$ cat src/rtl/fetch_unit.sv
// Instruction fetch stage: issues word-aligned reads, registers the returned word for
// decode, and drops the stale response of a request that was in flight when a branch hit.
module fetch_unit #(
    parameter logic [31:0] RESET_PC = 32'h00000000
) (
    input  logic        clock,
    input  logic        reset,
    output logic        imem_req,
    output logic [31:0] imem_addr,
    input  logic        imem_ready,
    input  logic [31:0] imem_rdata,
    input  logic        branch_taken,
    input  logic [31:0] branch_target,
    input  logic        stall,
    output logic [31:0] instruction,
    output logic [31:0] instruction_pc,
    output logic        instruction_valid,
    output logic        misaligned
);

    localparam logic [31:0] NOP = 32'h00000013;

    typedef enum logic [1:0] {
        IDLE    = 2'd0,
        FETCH   = 2'd1,
        DISCARD = 2'd2
    } state_t;

    state_t      state_q, state_d;
    logic [31:0] pc_q, pc_d;
    logic [31:0] hold_addr_q, hold_addr_d;
    logic [31:0] instr_q, instr_d;
    logic [31:0] instr_pc_q, instr_pc_d;
    logic        valid_q, valid_d;
    logic        misaligned_q, misaligned_d;

    logic        xfer;
    logic [31:0] redirect_pc;

    // A held valid word under stall suppresses the request; reset suppresses it immediately.
    assign imem_req    = !reset && (state_q == FETCH || state_q == DISCARD) && !(valid_q && stall);
    assign imem_addr   = (state_q == DISCARD) ? hold_addr_q : pc_q;
    assign xfer        = imem_req && imem_ready;
    assign redirect_pc = {branch_target[31:2], 2'b00};

    always_comb begin
        state_d      = state_q;
        pc_d         = pc_q;
        hold_addr_d  = hold_addr_q;
        instr_d      = instr_q;
        instr_pc_d   = instr_pc_q;
        valid_d      = valid_q && stall;
        misaligned_d = branch_taken && (branch_target[1:0] != 2'b00);
        case (state_q)
            IDLE: begin
                state_d = FETCH;
                if (branch_taken) pc_d = redirect_pc;
            end
            FETCH: begin
                if (branch_taken) begin
                    pc_d    = redirect_pc;
                    valid_d = 1'b0;
                    // Request still in flight: its response must be thrown away later.
                    if (imem_req && !imem_ready) begin
                        state_d     = DISCARD;
                        hold_addr_d = pc_q;
                    end
                end else if (xfer) begin
                    instr_d    = imem_rdata;
                    instr_pc_d = pc_q;
                    valid_d    = 1'b1;
                    pc_d       = pc_q + 32'd4;
                end
            end
            DISCARD: begin
                if (branch_taken) begin
                    pc_d    = redirect_pc;
                    valid_d = 1'b0;
                end else if (xfer) begin
                    state_d = FETCH;
                end
            end
            default: state_d = IDLE;
        endcase
    end

    always_ff @(posedge clock) begin
        if (reset) begin
            state_q      <= IDLE;
            pc_q         <= RESET_PC;
            instr_q      <= NOP;
            instr_pc_q   <= 32'h00000000;
            valid_q      <= 1'b0;
            misaligned_q <= 1'b0;
        end else begin
            state_q      <= state_d;
            pc_q         <= pc_d;
            instr_q      <= instr_d;
            instr_pc_q   <= instr_pc_d;
            valid_q      <= valid_d;
            misaligned_q <= misaligned_d;
        end
    end

    always_ff @(posedge clock) begin
        hold_addr_q <= hold_addr_d;
    end

    assign instruction       = instr_q;
    assign instruction_pc    = instr_pc_q;
    assign instruction_valid = valid_q;
    assign misaligned        = misaligned_q;

endmodule

$ cat config.mk
export PLATFORM = sky130hd
export DESIGN_NAME = fetch_unit
export DESIGN_NICKNAME = d
export VERILOG_FILES = /design/src/rtl/fetch_unit.sv
export SDC_FILE = /design/constraint.sdc
export NUM_CORES = 1
export LEC_CHECK = 0
export ABC_CLOCK_PERIOD_IN_PS = 4500
export BUFFER_PORTS_ARGS = -buffer_cell sky130_fd_sc_hd__buf_4
export CAP_MARGIN = 25
export CORE_MARGIN = 2
export CORE_UTILIZATION = 56
export DETAILED_ROUTE_END_ITERATION = 8
export PLACE_DENSITY = 0.85
export SLEW_MARGIN = 20
export SYNTH_ARGS = -nofsm -noshare
export SYNTH_HDL_FRONTEND = slang
export SYNTH_SLANG_ARGS = --single-unit
$ cat constraint.sdc
create_clock -name clock -period 4.5 [get_ports clock]
set_input_delay 0.45 -clock clock [delete_from_list [all_inputs] [get_ports clock]]
set_output_delay 0.45 -clock clock [all_outputs]
set_load 0.02 [all_outputs]
# [Yosys cells after proc, flatten, opt, wreduce, memory -nomap -nowiden]
# Cells that the tools add are included.
# Widths: inputs -> output; s select.
[totals] output_inout_bits=99 wordCells=49 input_bits=69 register_bits=132
[classes] muxes=14 eq_ne=8 reduce_logical=18 bitwise_logic=1 n_addsub=1
[op_table] cell="$mux 32" n=4
[op_table] cell="$pmux 32 s2" n=1
[op_table] cell="$add 32x3->32 const B" n=1
[op_table] cell="$reduce_and 3->1" n=3
[op_table] cell="$mux 2" n=4
[op_table] cell="$logic_and 1x1->1" n=6
[op_table] cell="$ne 2x2->1 const B" n=3
[op_table] cell="$pmux 2 s3" n=1
[op_table] cell="$ne 2x1->1 const B" n=2
[op_table] cell="$reduce_and 4->1" n=1
[op_table] cell="$reduce_bool 2->1" n=2
[op_table] cell="$logic_not 1->1" n=3
[op_table] cell="$mux 1" n=3
[op_table] cell="$ne 3x3->1 const B" n=1
[op_table] cell="$eq 2x1->1 const B" n=1
[op_table] cell="$eq 2x2->1 const B" n=1
[op_table] cell="$logic_not 2->1" n=1
[op_table] cell="$pmux 1 s2" n=1
[op_table] cell="$reduce_or 2->1" n=1
[op_table] cell="$logic_or 1x1->1" n=1
[op_table] cell="$not 1->1" n=1

# [Longest topological paths before layout]
# Gate-level depths: netlist of the first run.
[logic_depth] depth_word=8 depth_mapped=10 depth_no_buf=7

# [Worst setup path before layout of the first run]
# OpenSTA, ideal clock, no wires.
[synth_timing] path_type="in2reg" startpoint="in branch_taken" endpoint="reg hold_addr_q[10] (enable)" path_stages=4 t_arrival_ns=2.299 path_slack_ns=1.784 setup_ns=0.417 path_buffers=1 path_cell_list="clkbuf_1 nor2b_1 nand3_1 nor2_1"
[synth_between] elab_chain_cells=1
[synth_rtl] element="from (decl)" line="12" text="input logic branch_taken,"
[synth_rtl] element="$reduce_and 3->1 (no source line)"
[synth_rtl] element="to (signal assigned)" line="106" text="hold_addr_q <= hold_addr_d;"
[synth_rtl] element="to (decl)" line="31" text="logic [31:0] hold_addr_q, hold_addr_d;"
# No other way between the ends.
# A chain may end at the register's enable or synchronous reset.

# [Worst setup path in the final report of the first run]
[layout_timing] startpoint="reg state_q[0]" endpoint="reg pc_q[22]"
[layout_between] elab_chain_cells=7 elab_cells_between_ends=13 cone_classes="eq/ne: 4; mux: 1; reduce/logical: 8"
[layout_rtl] element="from (decl)" line="29" text="state_t state_q, state_d;"
[layout_rtl] element="from (signal assigned)" line="96" text="state_q <= state_d;"
[layout_rtl] element="$eq 2x1->1 or $eq 2x2->1 (tied branches)" line="41, 54"
[layout_rtl] element="$logic_or 1x1->1" line="41" text="assign imem_req = !reset && (state_q == FETCH || state_q == DISCARD) && !(valid_q && stall);"
[layout_rtl] element="$logic_and 1x1->1 (2 in series)" line="41"
[layout_rtl] element="$logic_and 1x1->1" line="43" text="assign xfer = imem_req && imem_ready;"
[layout_rtl] element="$ne 3x3->1 (no source line)"
[layout_rtl] element="$reduce_and 3->1 (no source line)"
[layout_rtl] element="to (signal assigned)" line="97" text="pc_q <= pc_d;"
[layout_rtl] element="to (decl)" line="30" text="logic [31:0] pc_q, pc_d;"
# Several ways; a longest one is shown, not always the timed one.

==> results of run 1 <==
## power by group
group	switching, uW	leakage (uW)	internal, uW
Combinational	231	0.00160	175
Sequential	66.2	0.00106	1200
Clock	519	0.000283	802
Total	816	0.00294	2180
## worst paths after layout
path / endpoint / slack [ns] / cells past startpoint
worst min-delay path: instruction[0] / 0.15 / 3
worst max-delay path: pc_q[22] / 1.62 / 6
worst min register to register: instruction_pc[16] / 0.45 / 2
worst max register to register: pc_q[22] / 1.62 / 6
## cells by family after synthesis
family | Yosys count | share of synthesized area, %
multiplexers | 23 | 4.452
flip-flops | 126 | 48.52
adder cells (fa/ha/maj) | 5 | 1.075
AND/OR/NAND/NOR | 255 | 20.75
other | 1 | 0.06445
buffers and inverters | 68 | 6.516
AO/OA/AOI/OAI | 173 | 18.62
## cell type report
cell class	count	area share (%)
well taps	136	2.258
inverters	13	0.6476
clock buffers	21	6.260
repair buffers	167	16.90
clock inverters	11	1.378
flip-flops and latches	126	37.46
multi-input cells	460	35.09
## stage by stage
stage	hold slack [ns]	instances	setup slack [ns]	util, %
detailed placement	0.4474	901	1.451	68.01
finish	0.1471	934	1.624	73.98
global placement	0.4420	901	1.603	68.01
floorplan	0.4029	654	1.784	-
CTS	0.1295	933	1.421	73.66
global route	0.1377	934	1.418	73.98
## state kept, by name (all words and copies together), names as in the netlist
signal,count
pc_q,30
instruction_pc,30
instruction_valid,1
state_q,2
misaligned,1
instruction,32
hold_addr_q,30
## routing by layer
metal / global-route usage [%] / wire length (um) / share of wire (%) / vias to the layer above
met2: 45.58 / 7757 / 49 / 331
met5: 0 / 0 / 0 / -
met3: 6.867 / 1399 / 8.9 / 43
met4: 9.398 / 372 / 2.4 / 0
met1: 35.42 / 6263 / 40 / 2491
li1: - / - / - / 2562
## cells in the mapped netlist (3+ instances only)
master,n
sky130_fd_sc_hd__nand2_1,169
sky130_fd_sc_hd__dfxtp_1,96
sky130_fd_sc_hd__a21oi_1,85
sky130_fd_sc_hd__edfxtp_1,30
sky130_fd_sc_hd__o21ai_0,29
sky130_fd_sc_hd__mux2_2,23
sky130_fd_sc_hd__nor2_1,22
sky130_fd_sc_hd__buf_2,18
sky130_fd_sc_hd__clkbuf_1,18
sky130_fd_sc_hd__inv_1,13
sky130_fd_sc_hd__nand3_1,12
sky130_fd_sc_hd__buf_4,11
sky130_fd_sc_hd__buf_6,8
sky130_fd_sc_hd__nor3_1,8
sky130_fd_sc_hd__a211oi_1,7
sky130_fd_sc_hd__a311oi_1,6
sky130_fd_sc_hd__a31oi_1,5
sky130_fd_sc_hd__and4_1,5
sky130_fd_sc_hd__ha_1,5
sky130_fd_sc_hd__o31ai_1,5
sky130_fd_sc_hd__a221oi_1,4
sky130_fd_sc_hd__and2_1,4
sky130_fd_sc_hd__and3_1,4
sky130_fd_sc_hd__nand3b_1,4
sky130_fd_sc_hd__nand4_1,4
sky130_fd_sc_hd__nor4_1,4
sky130_fd_sc_hd__a221o_1,3
sky130_fd_sc_hd__a31o_2,3
sky130_fd_sc_hd__and4_4,3
sky130_fd_sc_hd__o21bai_1,3
sky130_fd_sc_hd__o22ai_1,3
## worst register-to-register path: cells and delay by family, from the launching register on
family,cells,cell delay [ns]
AO/OA/AOI/OAI,2,0.53
adder cells (fa/ha/maj),1,0.82
buffers and inverters,1,0.09
AND/OR/NAND/NOR,2,1.03
flip-flops,1,0.34
==> impl_metrics.prom, run 1 <==
# TYPE chip_impl_metric gauge
chip_impl_metric{name="finalWirelength",unit="mm"} 15.79
chip_impl_metric{name="synthesis.yosys.warnings",unit=""} 0
chip_impl_metric{name="clk_latency",unit="ns"} 0.52
chip_impl_info{name="setup.worst_path.start_class",value="flip-flop"} 1
chip_impl_metric{name="vias",unit=""} 5427
chip_impl_info{name="run_status",value="finished, final reports clean"} 1
chip_impl_metric{name="period_minus_slack",unit="ns"} 2.876
chip_impl_metric{name="worst_slew_pin_slew",unit="ns"} 0.9674
chip_impl_info{name="cts_tree",value="done"} 1
chip_impl_metric{name="chipWidth",unit="um"} 105.9
chip_impl_metric{name="sequential_cell_area",unit="sq mm"} 0.002823
chip_impl_metric{name="die-height",unit="um"} 105.9
chip_impl_info{name="yosys.area.top_type",value="sky130_fd_sc_hd__dfxtp_1"} 1
chip_impl_metric{name="core.rowCount",unit=""} 37
chip_impl_metric{name="final_min_period_over_clock_period",unit="%"} 63.92
chip_impl_metric{name="antenna_cells",unit=""} 0
chip_impl_metric{name="ys_seq_elements",unit=""} 126
chip_impl_metric{name="grt.overflow.total",unit=""} 0
chip_impl_metric{name="cap_viol_max_count",unit=""} 0
chip_impl_info{name="hold_path_startpoint",value="imem_rdata[0]"} 1
chip_impl_metric{name="syn2layout_area_growth",unit="%"} 29.51
chip_impl_metric{name="grt_max_degree",unit=""} 99
chip_impl_info{name="synth.area.top_cells",value="sky130_fd_sc_hd__dfxtp_1 33%, sky130_fd_sc_hd__edfxtp_1 15%, sky130_fd_sc_hd__nand2_1 11%"} 1
chip_impl_metric{name="multi_input_comb_area",unit="sq mm"} 0.002644
chip_impl_info{name="hold_path.class",value="in2reg"} 1
chip_impl_info{name="critical-path-slowest-cell",value="sky130_fd_sc_hd__or3_1"} 1
chip_impl_info{name="end_kind",value="flip-flop"} 1
chip_impl_metric{name="core_area",unit="sq mm"} 0.01018
chip_impl_metric{name="timing.slew.headroom",unit="%"} 35.51
chip_impl_info{name="timing.critical_path.cells",value="inv_1 > ha_2 > or3_1 > nor3_4 > a311o_1 > a21oi_1"} 1
chip_impl_metric{name="grt_pass1_vias",unit=""} 5060
chip_impl_metric{name="initial_antenna_violation_count",unit=""} 0
chip_impl_metric{name="worst-path-max-fanout",unit=""} 46
chip_impl_metric{name="dr.pass1.iters",unit=""} 5
chip_impl_metric{name="clk_transition_reported_paths",unit="ns"} 0.06
chip_impl_metric{name="setup_viol",unit=""} 0
chip_impl_metric{name="timing.fmax",unit="MHz"} 347.7
chip_impl_metric{name="max_stage_delay",unit="ns"} 0.86
chip_impl_metric{name="initial_core_util",unit="%"} 57.13
chip_impl_metric{name="final_tns_setup",unit="ns"} 0
chip_impl_metric{name="count_of_pins_on_the_block_boundary",unit=""} 168
chip_impl_metric{name="synth-seq-area-share",unit="%"} 48.52
chip_impl_metric{name="total_leakage_power",unit="uW"} 0.002935
chip_impl_info{name="most_common_cell_after_layout_fill_and_taps_aside",value="sky130_fd_sc_hd__nand2_1"} 1
chip_impl_metric{name="post_route_cells_drive_above_1_share",unit="%"} 30.95
chip_impl_metric{name="post-cts-setup-buffers",unit=""} 0
chip_impl_info{name="startpoint",value="state_q[0]"} 1
chip_impl_info{name="synth_ff_type",value="sky130_fd_sc_hd__dfxtp_1"} 1
chip_impl_metric{name="hold_viol_final",unit=""} 0
chip_impl_metric{name="synth_largest_type_area_fraction",unit="%"} 33.03
chip_impl_metric{name="fillers",unit=""} 752
chip_impl_info{name="critical_path.top_delay_family",value="simple AND/OR/NAND/NOR gates"} 1
chip_impl_metric{name="max-vdd-ir-drop",unit="mV"} 0.1989
chip_impl_metric{name="syn_area_per_cell",unit="sq um"} 8.937
chip_impl_metric{name="die_area",unit="sq mm"} 0.01122
chip_impl_info{name="cts.root.buffer_cell",value="sky130_fd_sc_hd__clkbuf_8"} 1
chip_impl_metric{name="post_synth_inst_count",unit=""} 651
chip_impl_metric{name="synth_enable_flop_cells",unit=""} 30
chip_impl_metric{name="route.detailed.vias_per_inst",unit=""} 5.810
chip_impl_info{name="grt_setup_unrepaired",value="false"} 1
chip_impl_metric{name="grtUsageTotal",unit="%"} 27.56
chip_impl_metric{name="clock-skew-final",unit="ns"} 0.008939
chip_impl_metric{name="critical_path_required",unit="ns"} 4.95
chip_impl_metric{name="htree_num_levels",unit=""} 4
chip_impl_metric{name="drtAntennaViolNets",unit=""} 0
chip_impl_metric{name="finalMaxSlewViolations",unit=""} 0
chip_impl_metric{name="grt_first_pass_wirelength",unit="mm"} 24.73
chip_impl_metric{name="cts_resized",unit=""} 0
chip_impl_metric{name="cts_sinks",unit=""} 126
chip_impl_metric{name="remaining_drc_errors",unit=""} 0
chip_impl_metric{name="crit_buf_inv",unit=""} 1
chip_impl_metric{name="cts_buffers",unit=""} 17
chip_impl_metric{name="routed_wire_length_per_instance",unit="um"} 16.91
chip_impl_metric{name="fin_area",unit="sq mm"} 0.007535
chip_impl_metric{name="worstPathArrival",unit="ns"} 3.33
chip_impl_metric{name="finalNetCount",unit=""} 859
chip_impl_metric{name="power.density",unit="mW/mm^2"} 397.8
chip_impl_metric{name="async_reset_ff_share",unit="%"} 0
chip_impl_metric{name="numPortBuffers",unit=""} 163
chip_impl_metric{name="netlist_area",unit="sq mm"} 0.005818
chip_impl_metric{name="post-dp-hpwl",unit="mm"} 9.969
chip_impl_info{name="layout_common_cells",value="169 x sky130_fd_sc_hd__nand2_1, 166 x sky130_fd_sc_hd__buf_4, 96 x sky130_fd_sc_hd__dfxtp_1"} 1
chip_impl_metric{name="drt-initial-drc-count",unit=""} 580
chip_impl_metric{name="finalWeightedCongestion",unit=""} 0.8848
chip_impl_metric{name="cts_max_path_buffers",unit=""} 2
chip_impl_metric{name="synthDistinctLibCells",unit=""} 60
chip_impl_metric{name="cts.hold.buffers_added",unit=""} 0
chip_impl_metric{name="total_power",unit="uW"} 2997
chip_impl_info{name="timing.setup.critical_path_class",value="reg2reg"} 1
chip_impl_metric{name="placedInstanceArea",unit="sq mm"} 0.006927
chip_impl_info{name="timing.rr.start",value="state_q[0]"} 1
Power figures use the tool's default switching activity.
==> run 2, diff against run 1 <==
Settings changed: ABC_AREA from default to 1, ABC_CLOCK_PERIOD_IN_PS 4500 to 2900, CORE_UTILIZATION 56 to 52, PLACE_DENSITY 0.85 to 0.8.
Clock period 4.5 ns to 2.9 ns, I/O delays scaled along.
==> run 2 against run 1 <==
Effect of this change:
- via count increased by 8.0%
- setup slack got worse by 1.1 ns
- count of clock-buffer cells in the layout decreased by 4
- register-to-register slack got worse by 0.91 ns
- global-route usage increased by 1.0 points
- critical path type is now reg2out
- flip-flop and latch count unchanged
- core utilization decreased by 3.0 points
==> impl_metrics.prom, run 2 <==
# TYPE chip_impl_metric gauge
chip_impl_info{name="run_status",value="finished, final reports clean"} 1
chip_impl_metric{name="utilization",unit="%"} 70.97
chip_impl_metric{name="post_route_cells_drive_above_1_share",unit="%"} 23.73
chip_impl_info{name="timing.setup.critical_path_class",value="reg2out"} 1
chip_impl_info{name="end_kind",value="output pin"} 1
chip_impl_metric{name="grt_pass1_vias",unit=""} 5325
chip_impl_info{name="synth.area.top_cells",value="sky130_fd_sc_hd__dfxtp_1 33%, sky130_fd_sc_hd__edfxtp_1 15%, sky130_fd_sc_hd__nand2_1 11%"} 1
chip_impl_metric{name="grt_max_degree",unit=""} 74
chip_impl_metric{name="finalNetCount",unit=""} 1022
chip_impl_metric{name="layout_setup_ws",unit="ns"} 0.5104
chip_impl_metric{name="die-height",unit="um"} 110.0
chip_impl_metric{name="timing.fmax",unit="MHz"} 418.5
chip_impl_metric{name="syn2layout_area_growth",unit="%"} 32.22
chip_impl_metric{name="worst_slew_pin_slew",unit="ns"} 0.6352
chip_impl_metric{name="critical_path_required",unit="ns"} 2.61
chip_impl_metric{name="chipWidth",unit="um"} 110.0
chip_impl_metric{name="antenna_cells",unit=""} 0
chip_impl_info{name="timing.critical_path.cells",value="inv_1 > ha_2 > buf_4 > inv_1 > nand2_1 > nand2_1 > buf_4"} 1
chip_impl_info{name="hold_path.class",value="in2reg"} 1
chip_impl_metric{name="synth_enable_flop_cells",unit=""} 30
chip_impl_metric{name="numPortBuffers",unit=""} 163
chip_impl_info{name="grt_setup_unrepaired",value="false"} 1
chip_impl_metric{name="grt_first_pass_wirelength",unit="mm"} 26.43
chip_impl_metric{name="cap_viol_max_count",unit=""} 0
chip_impl_metric{name="initial_core_util",unit="%"} 53.68
chip_impl_info{name="yosys.area.top_type",value="sky130_fd_sc_hd__dfxtp_1"} 1
chip_impl_metric{name="syn_area_per_cell",unit="sq um"} 7.361
chip_impl_info{name="cts_tree",value="done"} 1
chip_impl_metric{name="core_area",unit="sq mm"} 0.01089
chip_impl_metric{name="max-vdd-ir-drop",unit="mV"} 0.4114
chip_impl_metric{name="multi_input_comb_area",unit="sq mm"} 0.002615
chip_impl_metric{name="finalWirelength",unit="mm"} 16.71
chip_impl_metric{name="fin_worst_hold_slack",unit="ns"} 0.01249
chip_impl_metric{name="cts_resized",unit=""} 0
chip_impl_metric{name="power.share.sequential",unit="%"} 41.3
chip_impl_metric{name="netSwitchingFraction",unit="%"} 29.47
chip_impl_metric{name="largest_register_ff_count",unit=""} 32
chip_impl_metric{name="async_reset_ff_share",unit="%"} 0
chip_impl_metric{name="synthDistinctLibCells",unit=""} 28
chip_impl_metric{name="die_area",unit="sq mm"} 0.01210
chip_impl_metric{name="final_tns_setup",unit="ns"} 0
chip_impl_metric{name="sequential_cell_area",unit="sq mm"} 0.002823
chip_impl_info{name="cts.root.buffer_cell",value="sky130_fd_sc_hd__clkbuf_8"} 1
chip_impl_info{name="most_frequent_cells_after_synthesis",value="174 x sky130_fd_sc_hd__nand2_1, 151 x sky130_fd_sc_hd__nor2_1, 117 x sky130_fd_sc_hd__o21ai_0, 96 x sky130_fd_sc_hd__dfxtp_1, 62 x sky130_fd_sc_hd__a21oi_1"} 1
chip_impl_metric{name="final_min_period_over_clock_period",unit="%"} 82.40
chip_impl_metric{name="period_minus_slack",unit="ns"} 2.390
chip_impl_metric{name="vias",unit=""} 5862
chip_impl_metric{name="clock-skew-final",unit="ns"} 0.007135
chip_impl_metric{name="power.density",unit="mW/mm^2"} 630.7
chip_impl_metric{name="core.rowCount",unit=""} 38
chip_impl_metric{name="routed_wire_length_per_instance",unit="um"} 15.18
chip_impl_metric{name="clk_transition_reported_paths",unit="ns"} 0.06
chip_impl_metric{name="count_of_pins_on_the_block_boundary",unit=""} 168
chip_impl_info{name="synth.most_common_cell",value="sky130_fd_sc_hd__nand2_1"} 1
chip_impl_metric{name="setup_viol",unit=""} 0
chip_impl_metric{name="combPwrFrac",unit="%"} 16.3
chip_impl_info{name="critical_path.top_delay_family",value="buffers and inverters"} 1
chip_impl_info{name="critical-path-slowest-cell",value="sky130_fd_sc_hd__buf_4"} 1
chip_impl_metric{name="synth_largest_type_area_fraction",unit="%"} 32.88
chip_impl_metric{name="worst-path-max-fanout",unit=""} 60
chip_impl_metric{name="post-dp-hpwl",unit="mm"} 11.58
chip_impl_metric{name="clk_latency",unit="ns"} 0.53
chip_impl_metric{name="crit_buf_inv",unit=""} 4
chip_impl_metric{name="ys_seq_elements",unit=""} 126
chip_impl_metric{name="net-switching-power",unit="uW"} 1436
chip_impl_metric{name="dp_cells",unit=""} 1066
chip_impl_metric{name="total_leakage_power",unit="uW"} 0.003222
chip_impl_metric{name="grtUsageTotal",unit="%"} 28.59
chip_impl_metric{name="remaining_drc_errors",unit=""} 0
chip_impl_metric{name="max_stage_delay",unit="ns"} 0.42
chip_impl_metric{name="finalMaxSlewViolations",unit=""} 0
chip_impl_metric{name="timing.slew.headroom",unit="%"} 57.65
chip_impl_metric{name="fillers",unit=""} 919
chip_impl_metric{name="synthesis.yosys.warnings",unit=""} 0
chip_impl_metric{name="htree_num_levels",unit=""} 4
chip_impl_metric{name="dp_worst_setup_slack",unit="ns"} 0.7709
chip_impl_info{name="setup.worst_path.start_class",value="flip-flop"} 1
chip_impl_metric{name="drtAntennaViolNets",unit=""} 0
chip_impl_metric{name="cts_sinks",unit=""} 126
chip_impl_metric{name="initial_antenna_violation_count",unit=""} 0
chip_impl_info{name="synth_ff_type",value="sky130_fd_sc_hd__dfxtp_1"} 1
chip_impl_metric{name="synth-seq-area-share",unit="%"} 48.30
chip_impl_metric{name="route.detailed.vias_per_inst",unit=""} 5.324
chip_impl_info{name="most_common_cell_after_layout_fill_and_taps_aside",value="sky130_fd_sc_hd__nand2_1"} 1
chip_impl_metric{name="pwr-share-clk",unit="%"} 42.4
chip_impl_metric{name="cts_max_path_buffers",unit=""} 2
chip_impl_metric{name="drt-initial-drc-count",unit=""} 657
chip_impl_metric{name="netlist_area",unit="sq mm"} 0.005844
chip_impl_metric{name="dr.pass1.iters",unit=""} 6
chip_impl_metric{name="stdcell_count",unit=""} 1101
chip_impl_info{name="layout_common_cells",value="174 x sky130_fd_sc_hd__nand2_1, 170 x sky130_fd_sc_hd__buf_4, 151 x sky130_fd_sc_hd__nor2_1"} 1
chip_impl_metric{name="worstPathArrival",unit="ns"} 2.10
chip_impl_metric{name="hold_viol_final",unit=""} 0
chip_impl_metric{name="post_synth_inst_count",unit=""} 794
chip_impl_metric{name="finalWeightedCongestion",unit=""} 0.9733
chip_impl_metric{name="internal_power",unit="uW"} 3437
chip_impl_metric{name="grt.overflow.total",unit=""} 0
chip_impl_metric{name="cts_buffers",unit=""} 17
==> run 2: cell types whose count changed after synthesis, sizes merged, moves of 9 or more <==
cell	previous run	this run
buf	37	23
nand3	14	34
o21ai	30	121
inv	13	51
nand2	169	178
a21oi	87	63
mux2	23	0
nor2	22	159
==> run 2: cell type report <==
class,instances,share of cell area [%]
Sequential cell,126,36.53
Multi-Input combinational cell,577,33.84
Timing Repair Buffer,175,17.42
Clock buffer,17,5.359
Inverter,51,2.477
Tap cell,140,2.267
Clock inverter,15,2.105
==> run 2: metrics by stage <==
stage,area (sq um),power [uW]
after floorplan,5856,2505
after global placement,7121,2815
after detailed placement,7121,2828
after CTS,7727,4890
after global routing,7727,5083
final,7727,4874
==> run 2: final timing paths <==
| path | start | slack [ns] | end | cells after the start |
|---|---|---|---|---|
| max | state_q[0] | 0.51 | imem_addr[20] | 7 |
| min | imem_rdata[9] | 0.01 | instruction[9] | 3 |
| max reg2reg | state_q[0] | 0.71 | pc_q[12] | 9 |
| min reg2reg | instruction[4] | 0.48 | instruction[4] | 2 |
==> run 2: metal layers <==
metal	vias up	track usage, %	wire length, um
met5	-	0	0
met4	0	11.12	356
met3	33	7.231	1659
met2	282	46.28	7855
met1	2649	36.73	6843
li1	2898	-	-
==> run 2: cell families after synthesis <==
kind of cell | after synthesis | share of synthesized area, %
other | 1 | 0.06416
xor gates and xnor gates | 4 | 0.5994
and+or+nand+nor | 378 | 26.59
DFF | 126 | 48.30
adders and majority gates | 5 | 1.070
buffers and inverters | 94 | 7.300
AOI/OAI and AO/OA | 186 | 16.08
==> run 2: timing repair <==
| item | in CTS | in global routing |
|---|---|---|
| buffers inserted | 0 | 0 |
| endpoints found under the hold margin | 3 | 0 |
| hold buffers | 3 | 0 |
==> run 2: power by group through the flow <==
| stage | clock, uW | sequential (uW) | combinational, uW |
|---|---|---|---|
| 3_5_place_dp | 0 | 2040 | 783 |
| 4_1_cts | 2090 | 2010 | 794 |
| 5_1_grt | 2180 | 2020 | 877 |
| 6_report | 2070 | 2010 | 793 |
| 3_3_place_gp | 0 | 2040 | 773 |
| 2_1_floorplan | 0 | 2030 | 475 |
==> run 2: worst reg2reg max path: stages, from the launching register on <==
cell                      delay, ns
sky130_fd_sc_hd__dfxtp_1       0.37
sky130_fd_sc_hd__inv_1         0.09
sky130_fd_sc_hd__ha_1          0.31
sky130_fd_sc_hd__nand4_1       0.16
sky130_fd_sc_hd__nand2_1       0.14
sky130_fd_sc_hd__nand3_4       0.31
sky130_fd_sc_hd__inv_2         0.36
sky130_fd_sc_hd__o21ai_0       0.18
sky130_fd_sc_hd__nand2_1       0.09
sky130_fd_sc_hd__a21oi_1       0.06
==> run 3, diff against run 2 <==
Settings changed: ABC_AREA 1 to 0, ABC_CLOCK_PERIOD_IN_PS 2900 to 2000, CORE_UTILIZATION 52 to 47, PLACE_DENSITY 0.8 to 0.76.
Clock period 2.9 ns to 2 ns, I/O delays scaled along.
==> run 3 against run 2 <==
Effect of this change:
- the run now ends with setup timing left
- via count fell by 1.4%
- critical path depth down 2
- non-clock buffer count increased by 52
- register-to-register slack lost 0.70 ns
- worst hold slack better by 0.013 ns
- setup slack got worse by 0.53 ns
- sequential power up 39%
- sequential share of layout area shrank 3.8 points
- critical endpoint is now imem_addr[10]
- largest cell class unchanged
==> impl_metrics.prom, run 3 (same netlist as run 1, synthesis figures left out) <==
# TYPE chip_impl_metric gauge
chip_impl_info{name="run_status",value="finished, violations left"} 1
chip_impl_info{name="failing_checks",value="setup timing"} 1
chip_impl_metric{name="pwr-share-clk",unit="%"} 47.2
chip_impl_metric{name="power.share.sequential",unit="%"} 36.2
chip_impl_metric{name="dr.pass1.iters",unit=""} 5
chip_impl_metric{name="drt-initial-drc-count",unit=""} 450
chip_impl_metric{name="power.density",unit="mW/mm^2"} 895.7
chip_impl_metric{name="period_minus_slack",unit="ns"} 2.020
chip_impl_metric{name="grtUsageTotal",unit="%"} 25.09
chip_impl_metric{name="largest_register_ff_count",unit=""} 32
chip_impl_info{name="timing.critical_path.cells",value="inv_4 > ha_4 > clkbuf_16 > mux2_2 > buf_6"} 1
chip_impl_metric{name="worst-path-max-fanout",unit=""} 9
chip_impl_metric{name="finalWeightedCongestion",unit=""} 0.9149
chip_impl_metric{name="multi_input_comb_area",unit="sq mm"} 0.002783
chip_impl_metric{name="post-dp-hpwl",unit="mm"} 11.20
chip_impl_metric{name="remaining_drc_errors",unit=""} 0
chip_impl_metric{name="worstPathArrival",unit="ns"} 1.82
chip_impl_metric{name="grt_first_pass_wirelength",unit="mm"} 26.16
chip_impl_info{name="critical-path-slowest-cell",value="sky130_fd_sc_hd__dfxtp_4"} 1
chip_impl_metric{name="setup_viol",unit=""} 12
chip_impl_metric{name="sequential_cell_area",unit="sq mm"} 0.002830
chip_impl_metric{name="hold_viol_final",unit=""} 0
chip_impl_info{name="timing.setup.critical_path_class",value="reg2out"} 1
chip_impl_metric{name="clk_transition_reported_paths",unit="ns"} 0.06
chip_impl_metric{name="fin_area",unit="sq mm"} 0.008641
chip_impl_metric{name="placedInstanceArea",unit="sq mm"} 0.007372
chip_impl_info{name="end_kind",value="output pin"} 1
chip_impl_info{name="setup.worst_path.start_class",value="flip-flop"} 1
chip_impl_info{name="critical_path.top_delay_family",value="buffers and inverters"} 1
chip_impl_metric{name="initial_core_util",unit="%"} 48.24
chip_impl_metric{name="max_stage_delay",unit="ns"} 0.36
chip_impl_metric{name="cts_sinks",unit=""} 126
chip_impl_metric{name="count_of_pins_on_the_block_boundary",unit=""} 168
chip_impl_metric{name="routed_wire_length_per_instance",unit="um"} 17.31
chip_impl_info{name="layout_common_cells",value="187 x sky130_fd_sc_hd__buf_4, 169 x sky130_fd_sc_hd__nand2_1, 94 x sky130_fd_sc_hd__dfxtp_1"} 1
chip_impl_metric{name="route.detailed.vias_per_inst",unit=""} 5.633
chip_impl_metric{name="grt_max_degree",unit=""} 98
chip_impl_metric{name="timing.fmax",unit="MHz"} 495.1
chip_impl_metric{name="worst_slew_pin_slew",unit="ns"} 0.5159
chip_impl_metric{name="total_leakage_power",unit="uW"} 0.003437
chip_impl_metric{name="fillers",unit=""} 898
chip_impl_info{name="grt_setup_unrepaired",value="true"} 1
chip_impl_metric{name="layout_setup_ws",unit="ns"} -0.01994
chip_impl_metric{name="finalNetCount",unit=""} 919
chip_impl_metric{name="final_min_period_over_clock_period",unit="%"} 101.0
chip_impl_info{name="hold_path.class",value="in2reg"} 1
chip_impl_info{name="most_common_cell_after_layout_fill_and_taps_aside",value="sky130_fd_sc_hd__buf_4"} 1
chip_impl_metric{name="crit_buf_inv",unit=""} 3
chip_impl_metric{name="net-switching-power",unit="uW"} 1903
chip_impl_metric{name="clk_latency",unit="ns"} 0.42
chip_impl_metric{name="syn2layout_area_growth",unit="%"} 48.52
chip_impl_metric{name="critical_path_required",unit="ns"} 1.80
chip_impl_metric{name="max-vdd-ir-drop",unit="mV"} 0.6276
chip_impl_metric{name="combPwrFrac",unit="%"} 16.6
chip_impl_info{name="cts.root.buffer_cell",value="sky130_fd_sc_hd__clkbuf_16"} 1
chip_impl_metric{name="numPortBuffers",unit=""} 163
chip_impl_metric{name="vias",unit=""} 5779
chip_impl_metric{name="post_route_cells_drive_above_1_share",unit="%"} 37.53
chip_impl_metric{name="chipWidth",unit="um"} 115.3
chip_impl_metric{name="core.rowCount",unit=""} 40
chip_impl_metric{name="antenna_cells",unit=""} 0
chip_impl_metric{name="timing.slew.headroom",unit="%"} 65.61
chip_impl_metric{name="die_area",unit="sq mm"} 0.01328
chip_impl_metric{name="initial_antenna_violation_count",unit=""} 0
chip_impl_metric{name="internal_power",unit="uW"} 5837
chip_impl_metric{name="cts_max_path_buffers",unit=""} 2
chip_impl_metric{name="cts_buffers",unit=""} 17
chip_impl_metric{name="htree_num_levels",unit=""} 4
chip_impl_metric{name="cap_viol_max_count",unit=""} 0
chip_impl_metric{name="grt.overflow.total",unit=""} 0
chip_impl_metric{name="finalWirelength",unit="mm"} 17.76
chip_impl_metric{name="finalMaxSlewViolations",unit=""} 0
chip_impl_info{name="cts_tree",value="done"} 1
chip_impl_metric{name="die-height",unit="um"} 115.3
chip_impl_metric{name="core_area",unit="sq mm"} 0.01206
chip_impl_metric{name="clock-skew-final",unit="ns"} 0.007290
chip_impl_metric{name="netSwitchingFraction",unit="%"} 24.59
chip_impl_metric{name="grt_pass1_vias",unit=""} 5485
chip_impl_metric{name="utilization",unit="%"} 71.64
chip_impl_metric{name="drtAntennaViolNets",unit=""} 0
==> run 3: cell types whose count changed in the layout (fill, tap and decap cells not counted), sizes merged, moves of 6 or more <==
cell,change
nand2,-9
nand3,-20
clkbuf,+8
and4,+8
buf,+44
inv,-41
nor3,+6
a21oi,+24
o21ai,-91
a211oi,+7
mux2,+23
nor2,-137
a311oi,+6
==> run 3: worst paths after layout <==
path,from,end,slack [ns],depth (start not counted)
max,state_q[0],imem_addr[10],-0.02,5
min,imem_rdata[17],instruction[17],0.03,3
max reg2reg,state_q[0],pc_q[11],0.01,7
min reg2reg,instruction_pc[26],instruction_pc[26],0.46,2
==> run 3: what timing repair did <==
action,4_1_cts,5_1_grt
cloned,1,7
endpoints found under the setup margin,56,100
gates resized for setup,13,50
endpoints found under the hold margin,3,0
pin swaps,3,7
hold buffers,3,0
buffers inserted,4,6
==> run 3: power by group through the flow <==
stage | clock [uW] | combinational [uW] | sequential, uW
after global routing | 3810 | 1360 | 2810
after floorplan | 0 | 597 | 2860
after global placement | 0 | 1060 | 2840
after detailed placement | 0 | 1080 | 2850
final | 3660 | 1280 | 2800
after CTS | 3680 | 1140 | 2790
==> run 3: cell type report <==
cell class                      instances  area share [%]
Inverter                               13          0.5937
Clock inverter                         14           3.041
Clock buffer                           18           5.083
Tap cell                              168           2.433
Timing Repair Buffer                  227           23.89
Sequential cell                       126           32.75
Multi-Input combinational cell        460           32.20
==> run 3: metrics by stage <==
stage | worst slack [ns] | instances | total power, uW | setup TNS [ns] | hold slack (ns)
after floorplan | 0.1033 | 654 | 3460 | 0 | 0.3242
after global placement | 0.05307 | 973 | 3900 | 0 | 0.4112
after detailed placement | -0.06096 | 973 | 3930 | -0.1257 | 0.4220
after CTS | 0.0006318 | 1013 | 7615 | 0 | 0.01228
after global routing | -0.07110 | 1026 | 7985 | -1.157 | 0.01966
final | -0.01994 | 1026 | 7740 | -0.1459 | 0.02529
==> run 3: routing by layer <==
layer / part of all wire [%] / track usage, % / vias up
met5: 0 / 0 / -
met4: 3.1 / 11.81 / 0
met3: 7.9 / 6.273 / 46
met2: 48 / 41.49 / 320
met1: 41 / 30.81 / 2728
li1: - / - / 2685
==> run 3: worst register-to-register path, delay by kind of cell (launching register included) <==
family / cells / cell delay, ns
simple gates: 1 / 0.48
fa+ha+maj: 1 / 0.23
flops: 1 / 0.38
buf+inv: 2 / 0.29
compound gates: 3 / 0.48
